`config.mk`:
```
export PLATFORM = sky130hd
export DESIGN_NAME = blink_multi
export DESIGN_NICKNAME = d
export VERILOG_FILES = /design/src/rtl/blink_multi.sv
export SDC_FILE = /design/constraint.sdc
export NUM_CORES = 1
export LEC_CHECK = 0
export ABC_AREA = 1
export ABC_CLOCK_PERIOD_IN_PS = 2200
export BUFFER_PORTS_ARGS = -buffer_cell sky130_fd_sc_hd__buf_4
export CORE_MARGIN = 2
export CORE_UTILIZATION = 38
export DETAILED_ROUTE_END_ITERATION = 10
export PLACE_DENSITY = 0.52
export SETUP_SLACK_MARGIN = 0.2
export SYNTH_ARGS = -nofsm -noshare
export SYNTH_HDL_FRONTEND = slang
export SYNTH_SLANG_ARGS = --single-unit
```
`constraint.sdc`:
```
create_clock -name clk -period 2.2 [get_ports clk]
set_input_delay 0.22 -clock clk [delete_from_list [all_inputs] [get_ports clk]]
set_output_delay 0.22 -clock clk [all_outputs]
set_load 0.005 [all_outputs]
```
`src/rtl/blink_multi.sv`:
```
// Multi-channel programmable LED blinker: NCH independent wrap counters, each
// with its own period and output mode, programmed through a valid/ready port.
module blink_multi #(
  parameter int CBITS = 24,
  parameter int NCH   = 4,
  parameter int CHW   = (NCH > 1) ? $clog2(NCH) : 1
) (
  input  logic               clk,
  input  logic               rst,
  input  logic [NCH-1:0]     en,
  input  logic               cfg_valid,
  output logic               cfg_ready,
  input  logic [CHW-1:0]     cfg_ch,
  input  logic [CBITS-1:0]   cfg_period,
  input  logic [1:0]         cfg_mode,
  output logic               cfg_err,
  output logic [NCH-1:0]     led,
  output logic [NCH-1:0]     flg,
  output logic [2*NCH-1:0]   dbg_mode
);

  localparam logic [1:0] MODE_OFF     = 2'd0;
  localparam logic [1:0] MODE_ON      = 2'd1;
  localparam logic [1:0] MODE_BLINK   = 2'd2;
  localparam logic [1:0] MODE_ONESHOT = 2'd3;
  localparam logic [CHW:0] NCH_W = (CHW+1)'(NCH);

  logic [CBITS-1:0] cnt    [NCH];
  logic [CBITS-1:0] cnt_n  [NCH];
  logic [CBITS-1:0] period   [NCH];
  logic [CBITS-1:0] period_n [NCH];
  logic [1:0]       mode   [NCH];
  logic [1:0]       mode_n [NCH];
  logic [NCH-1:0]   phase, phase_n, led_n, flg_n, wr_sel;
  logic             wr, ch_ok;

  // Handshake: a write is taken at any edge where cfg_valid and cfg_ready are
  // both high; cfg_ready then drops for one cycle, so writes are >= 2 cycles apart.
  assign wr    = cfg_valid & cfg_ready;
  assign ch_ok = {1'b0, cfg_ch} < NCH_W;

  always_comb begin
    for (int i = 0; i < NCH; i++) begin
      wr_sel[i]   = wr && ch_ok && (cfg_ch == CHW'(i));
      cnt_n[i]    = cnt[i];
      period_n[i] = period[i];
      mode_n[i]   = mode[i];
      phase_n[i]  = phase[i];
      flg_n[i]    = 1'b0;
      if (wr_sel[i]) begin
        period_n[i] = cfg_period;
        mode_n[i]   = cfg_mode;
        cnt_n[i]    = '0;
        phase_n[i]  = (cfg_mode == MODE_ONESHOT);
      end else if (en[i]) begin
        if (cnt[i] == period[i]) begin
          cnt_n[i] = '0;
          flg_n[i] = 1'b1;
          if (mode[i] == MODE_BLINK) begin
            phase_n[i] = ~phase[i];
          end else if (mode[i] == MODE_ONESHOT) begin
            phase_n[i] = 1'b0;
            mode_n[i]  = MODE_OFF;
          end
        end else begin
          cnt_n[i] = cnt[i] + 1'b1;
        end
      end
      // LED follows next-state values so it moves on the same edge as flg.
      case (mode_n[i])
        MODE_OFF: led_n[i] = 1'b0;
        MODE_ON:  led_n[i] = 1'b1;
        default:  led_n[i] = phase_n[i];
      endcase
    end
  end

  always_ff @(posedge clk) begin
    if (rst) begin
      for (int i = 0; i < NCH; i++) begin
        cnt[i]    <= '0;
        period[i] <= '1;
        mode[i]   <= MODE_BLINK;
      end
      phase     <= '0;
      led       <= '0;
      flg       <= '0;
      cfg_ready <= 1'b0;
      cfg_err   <= 1'b0;
    end else begin
      for (int i = 0; i < NCH; i++) begin
        cnt[i]    <= cnt_n[i];
        period[i] <= period_n[i];
        mode[i]   <= mode_n[i];
      end
      phase     <= phase_n;
      led       <= led_n;
      flg       <= flg_n;
      cfg_ready <= ~wr;
      cfg_err   <= wr & ~ch_ok;
    end
  end

  always_comb begin
    dbg_mode = '0;
    for (int i = 0; i < NCH; i++) dbg_mode[2*i +: 2] = mode[i];
  end

  // Per-channel safety properties; cycles right after a reset or a write are excluded.
  for (genvar g = 0; g < NCH; g++) begin : g_sva
    a_blink_hold: assert property (@(posedge clk) disable iff (rst)
      (!$past(rst) && mode[g] == MODE_BLINK && led[g] && $past(led[g])) |-> !flg[g]);
    a_flg_single: assert property (@(posedge clk) disable iff (rst)
      (!$past(rst) && flg[g] && $past(flg[g])) |-> (period[g] == '0));
    a_blink_change: assert property (@(posedge clk) disable iff (rst)
      (!$past(rst) && !$past(wr_sel[g]) && mode[g] == MODE_BLINK && led[g] != $past(led[g]))
        |-> flg[g]);
    a_cnt_le: assert property (@(posedge clk) disable iff (rst) cnt[g] <= period[g]);
  end

endmodule

```
**After elaboration in Yosys (flattened, before gate mapping)**

Memories as Yosys holds them, arrays and structs flattened.
Cells that the tools add are included.

- Bits in writable memories: 200
- Memories kept: 3
- Flip-flop bits (word level): 13

Memory list:

| name | words | width | read ports | clocked after memory_dff | wr ports | line | source |
|---|---|---|---|---|---|---|---|
| cnt | 4 | 24 | 4 | 0 | 4 | 28 | `logic [CBITS-1:0] cnt [NCH];` |
| period | 4 | 24 | 4 | 0 | 4 | 30 | `logic [CBITS-1:0] period [NCH];` |
| mode | 4 | 2 | 4 | 0 | 4 | 32 | `logic [1:0] mode [NCH];` |

- Reductions and logical operators: 13
- Bitwise operators: 22
- Muxes and demuxes: 79
- Add/sub/neg operators: 4
- Equality and inequality tests: 20

Operator list:

| cell | count |
|---|---|
| 2-to-1 mux 24 bit | 24 |
| adder 24 x 1 -> 24 bit (second input constant) | 4 |
| equality test 24 bit | 4 |
| 2-to-1 mux 2 bit | 24 |
| 2-to-1 mux 1 bit | 27 |
| equality test 2 bit (second input constant) | 11 |
| OR 1 bit | 12 |
| OR reduction 3 bit | 4 |
| equality test 2 x 1 -> 1 bit (second input constant) | 5 |
| zero test 2 bit | 5 |
| NOT 1 bit | 9 |
| case mux 1 bit (2 select lines) | 4 |
| logical AND 1 bit | 4 |
| bitwise AND 1 bit | 1 |

**Logic depth before layout (Yosys ltp)**

An unclocked memory read counts as a cell.

- Word-level depth: 9
- Depth in mapped cells: 14
- Mapped depth without buffers: 14

**Least setup slack after synthesis**

Ideal clock, no wire load.

- Path kind: reg-to-reg
- Start: mem cnt[2][1]
- End: mem cnt[2][18]
- Required time: 2127 ps
- Setup slack: 534 ps
- Arrival: 1593 ps
- Path buffers: 0
- Cell stages (with the launch flop): 13
- Cells stage by stage: dfxtp_1 > ha_1 > nand2_2 > inv_2 > nand4_2 > nor3_4 > nand3_2 > inv_2 > nand2_2 > nor2_4 > nand2_2 > o21ai_1 > nor3b_2

RTL lines:

| what | line |
|---|---|
| start, declared | 28 |

==> flow_summary.ini <==
[synth]
synth_ff_type = dfxtp_1
synthesis.area_mm2 = 0.01108
syn_area_per_cell_um2 = 6.926
ys_types = 55
ys_seq_area_share_pct = 38.48
syn_nets = 1639
synthArstFlopShare_pct = 0
synth_edf_count = 0
ys_seq_elements = 213
syn_inst = 1600
ys_warn_count = 0

[pwr]
p_sw_share_pct = 23.62
power_frac_comb_pct = 6.5
p_leak_nw = 5.726
ir_drop_mv = 0.5754
p_sw_mw = 2.147
power_density_mw_per_mm2 = 687.5
clock_power_share_pct = 49.3
seqPwrFrac_pct = 44.1
internal-power_mw = 6.945

[timing]
final.setup_skew_ns = 0.008346
rsz0062_at_grt = yes
fmax_mhz = 541.9
maxSlewViolCount = 0
setup_violations = 0
hold_viol_final = 0
period_minus_slack_ns = 1.845
final.setup.tns_ns = 0
fin_crit_sh_pct = 83.87
fin_ws_ns = 0.3548
hold_ws_ns = 0.01765

[global_routing]
grt_pass1_wl_um = 54250
gr-total-overflow = 0
antenna_found_initial = 0
grt_use_total_pct = 22.20
grt_max_degree = 90
grt_pass1_vias = 10120

[die]
die-area_mm2 = 0.03054
die_h_um = 174.8
die_x_um = 174.8
core_area_mm2 = 0.02870
initial_core_util_pct = 38.61
std_cell_rows = 62
ios = 53

[worst_setup_path]
arrival_ns = 2.26
cp_max_fo = 6
critical_path_class = reg2reg
critPathRequiredTime_ns = 2.61
worst-path-buf-inv = 1
worstSetupStartpointType = flip-flop
worst_path_dominant_cell_family = simple AND/OR/NAND/NOR gates
crit_path_max_incr_delay_ns = 0.47
crit_chain = inv_2 -> nand2_1 -> nand4_1 -> nor4_1 -> nand3_1 -> nor2_2 -> nor3b_1
critPathSlowestCell = dfxtp_1
end_kind = flip-flop

[routing]
via_per_inst = 5.039
drc = 0
vias = 10530
ant_nets = 0
first_iter_violations = 632
routed_wl_um = 33860
drt_pre_antenna_iters = 5
wl_per_cell_um = 16.20

[place]
dpl_worst_slack_ns = 0.2723
routabilityCongestion = 0.9060
place_inst = 2013
placed_cell_area_mm2 = 0.01194
dp_hpwl_um = 25350
io_buffer_count = 51

[layout]
final_area_mm2 = 0.01322
syn_to_final_growth_pct = 19.33
final_cells = 2090
final_common_cell = nand2_1
diodes = 0
drive_gt1_share_pct = 13.13
final_cell_mix = 393 x nand2_1, 204 x inv_1, 200 x dfxtp_1
nets = 1726

[clock_tree]
clk_pin_slew_ns = 0.06
htree_levels = 1
cts_root_buffer = clkbuf_16
clock_path_buffers = 3
cts_tree = yes
clkSinkCount = 213
clock_latency_ns = 0.53
cts_buffers = 25

[status]
outcome = completed

[hold_path]
hp-class = in2reg

[flow_run]
maxCapViolCount = 0
## kinds of logic (layout without fill, tap and decap cells)
kind of cell / Yosys count / in the layout / share of synthesized area [%]
XOR/XNOR: 60 / 60 / 4.742
buffers and inverters: 266 / 372 / 9.439
AO/OA/AOI/OAI: 179 / 179 / 10.13
adder cells (fa/ha/maj): 4 / 4 / 0.4516
other: 1 / 1 / 0.03384
flip-flops: 213 / 213 / 38.48
AND/OR/NAND/NOR: 877 / 877 / 36.73
## metrics by stage
stage | utilization (%) | total power [mW]
after floorplan | - | 4.396
after global placement | 41.59 | 4.647
after detailed placement | 41.59 | 4.647
after CTS | 45.53 | 9.197
after global routing | 46.07 | 9.425
final | 46.07 | 9.092
## sequential cells by signal, summed over array words and instances (netlist names)
signal,flops
led,4
period,96
mode,8
cnt,96
flg,4
cfg_ready,1
phase,4
## routing by layer
layer  up-vias  track usage (%)  routed length [um]
met5         -                0                   0
met4         0            6.354                 966
met3        67            2.937                1352
met2       198            35.49               14880
met1      4837            31.31               16670
li1       5429                -                   -
## Yosys cell counts, types with 2 or more instances
cell | number | area (um^2)
nor4_1 | 19 | 118.9
a211oi_1 | 16 | 120.1
nor3b_2 | 4 | 50.05
a21oi_1 | 52 | 260.3
o211ai_1 | 45 | 337.8
xnor2_1 | 21 | 183.9
o21a_1 | 7 | 52.55
nand3b_1 | 9 | 67.56
and3_1 | 2 | 12.51
nor3_2 | 3 | 30.03
ha_1 | 4 | 50.05
nand2_2 | 8 | 50.05
nor2_4 | 7 | 78.83
buf_6 | 2 | 22.52
nand2_1 | 394 | 1479
dfxtp_1 | 213 | 4264
or2_2 | 4 | 25.02
or2_1 | 4 | 25.02
nand4_2 | 6 | 75.07
clkbuf_1 | 18 | 67.56
o22ai_1 | 3 | 18.77
nor2_2 | 10 | 62.56
nor3b_1 | 13 | 97.59
buf_4 | 2 | 15.01
buf_2 | 15 | 75.07
buf_1 | 7 | 26.28
xor2_1 | 39 | 341.6
inv_1 | 204 | 765.7
inv_2 | 15 | 56.30
nand4_1 | 38 | 237.7
a22oi_2 | 2 | 25.02
a221oi_1 | 3 | 26.28
nor3_1 | 63 | 315.3
nand3_2 | 5 | 50.05
a31oi_1 | 4 | 25.02
nand3_1 | 109 | 545.5
o21ai_0 | 34 | 170.2
nand2_4 | 2 | 22.52
nor3_4 | 4 | 65.06
nor2_1 | 169 | 634.4
o21ai_1 | 7 | 35.03
## power groups by stage
stage / clock [mW] / combinational [mW] / sequential (mW)
6_report: 4.48 / 0.595 / 4.01
5_1_grt: 4.74 / 0.662 / 4.02
4_1_cts: 4.60 / 0.591 / 4.01
3_5_place_dp: 0 / 0.554 / 4.09
3_3_place_gp: 0 / 0.554 / 4.09
2_1_floorplan: 0 / 0.325 / 4.07
## tightest hold or removal path, stage by stage
cell,delay (ns)
buf_4,0.15
nand2_1,0.07
o211ai_1,0.07
## path summary, 6_finish.rpt
path,from,to,slack [ns],depth (start not counted)
setup / recovery,cnt[1][6],cnt[1][14],0.35,7
hold / removal,cfg_period[0],period[2][0],0.02,3
setup reg to reg,cnt[1][6],cnt[1][14],0.35,7
hold reg to reg,period[0][19],period[0][19],0.48,2
## layout make-up
cell class              count  area [um^2]
flip-flops and latches    213         4285
multi-input cells        1121         5856
clock inverters            11        158.9
fillers                  2962        15480
clock buffers              35        733.2
well taps                 384        480.5
inverters                 221        837.1
repair buffers            105        873.3
## repair_timing
action / CTS / global route
gates resized for setup: 0 / 34
hold buffers: 24 / 0
setup endpoints to repair: 0 / 57
hold endpoints to repair: 69 / 0
buffers inserted: 0 / 7
Note: power is estimated with default switching activity, not from simulation.
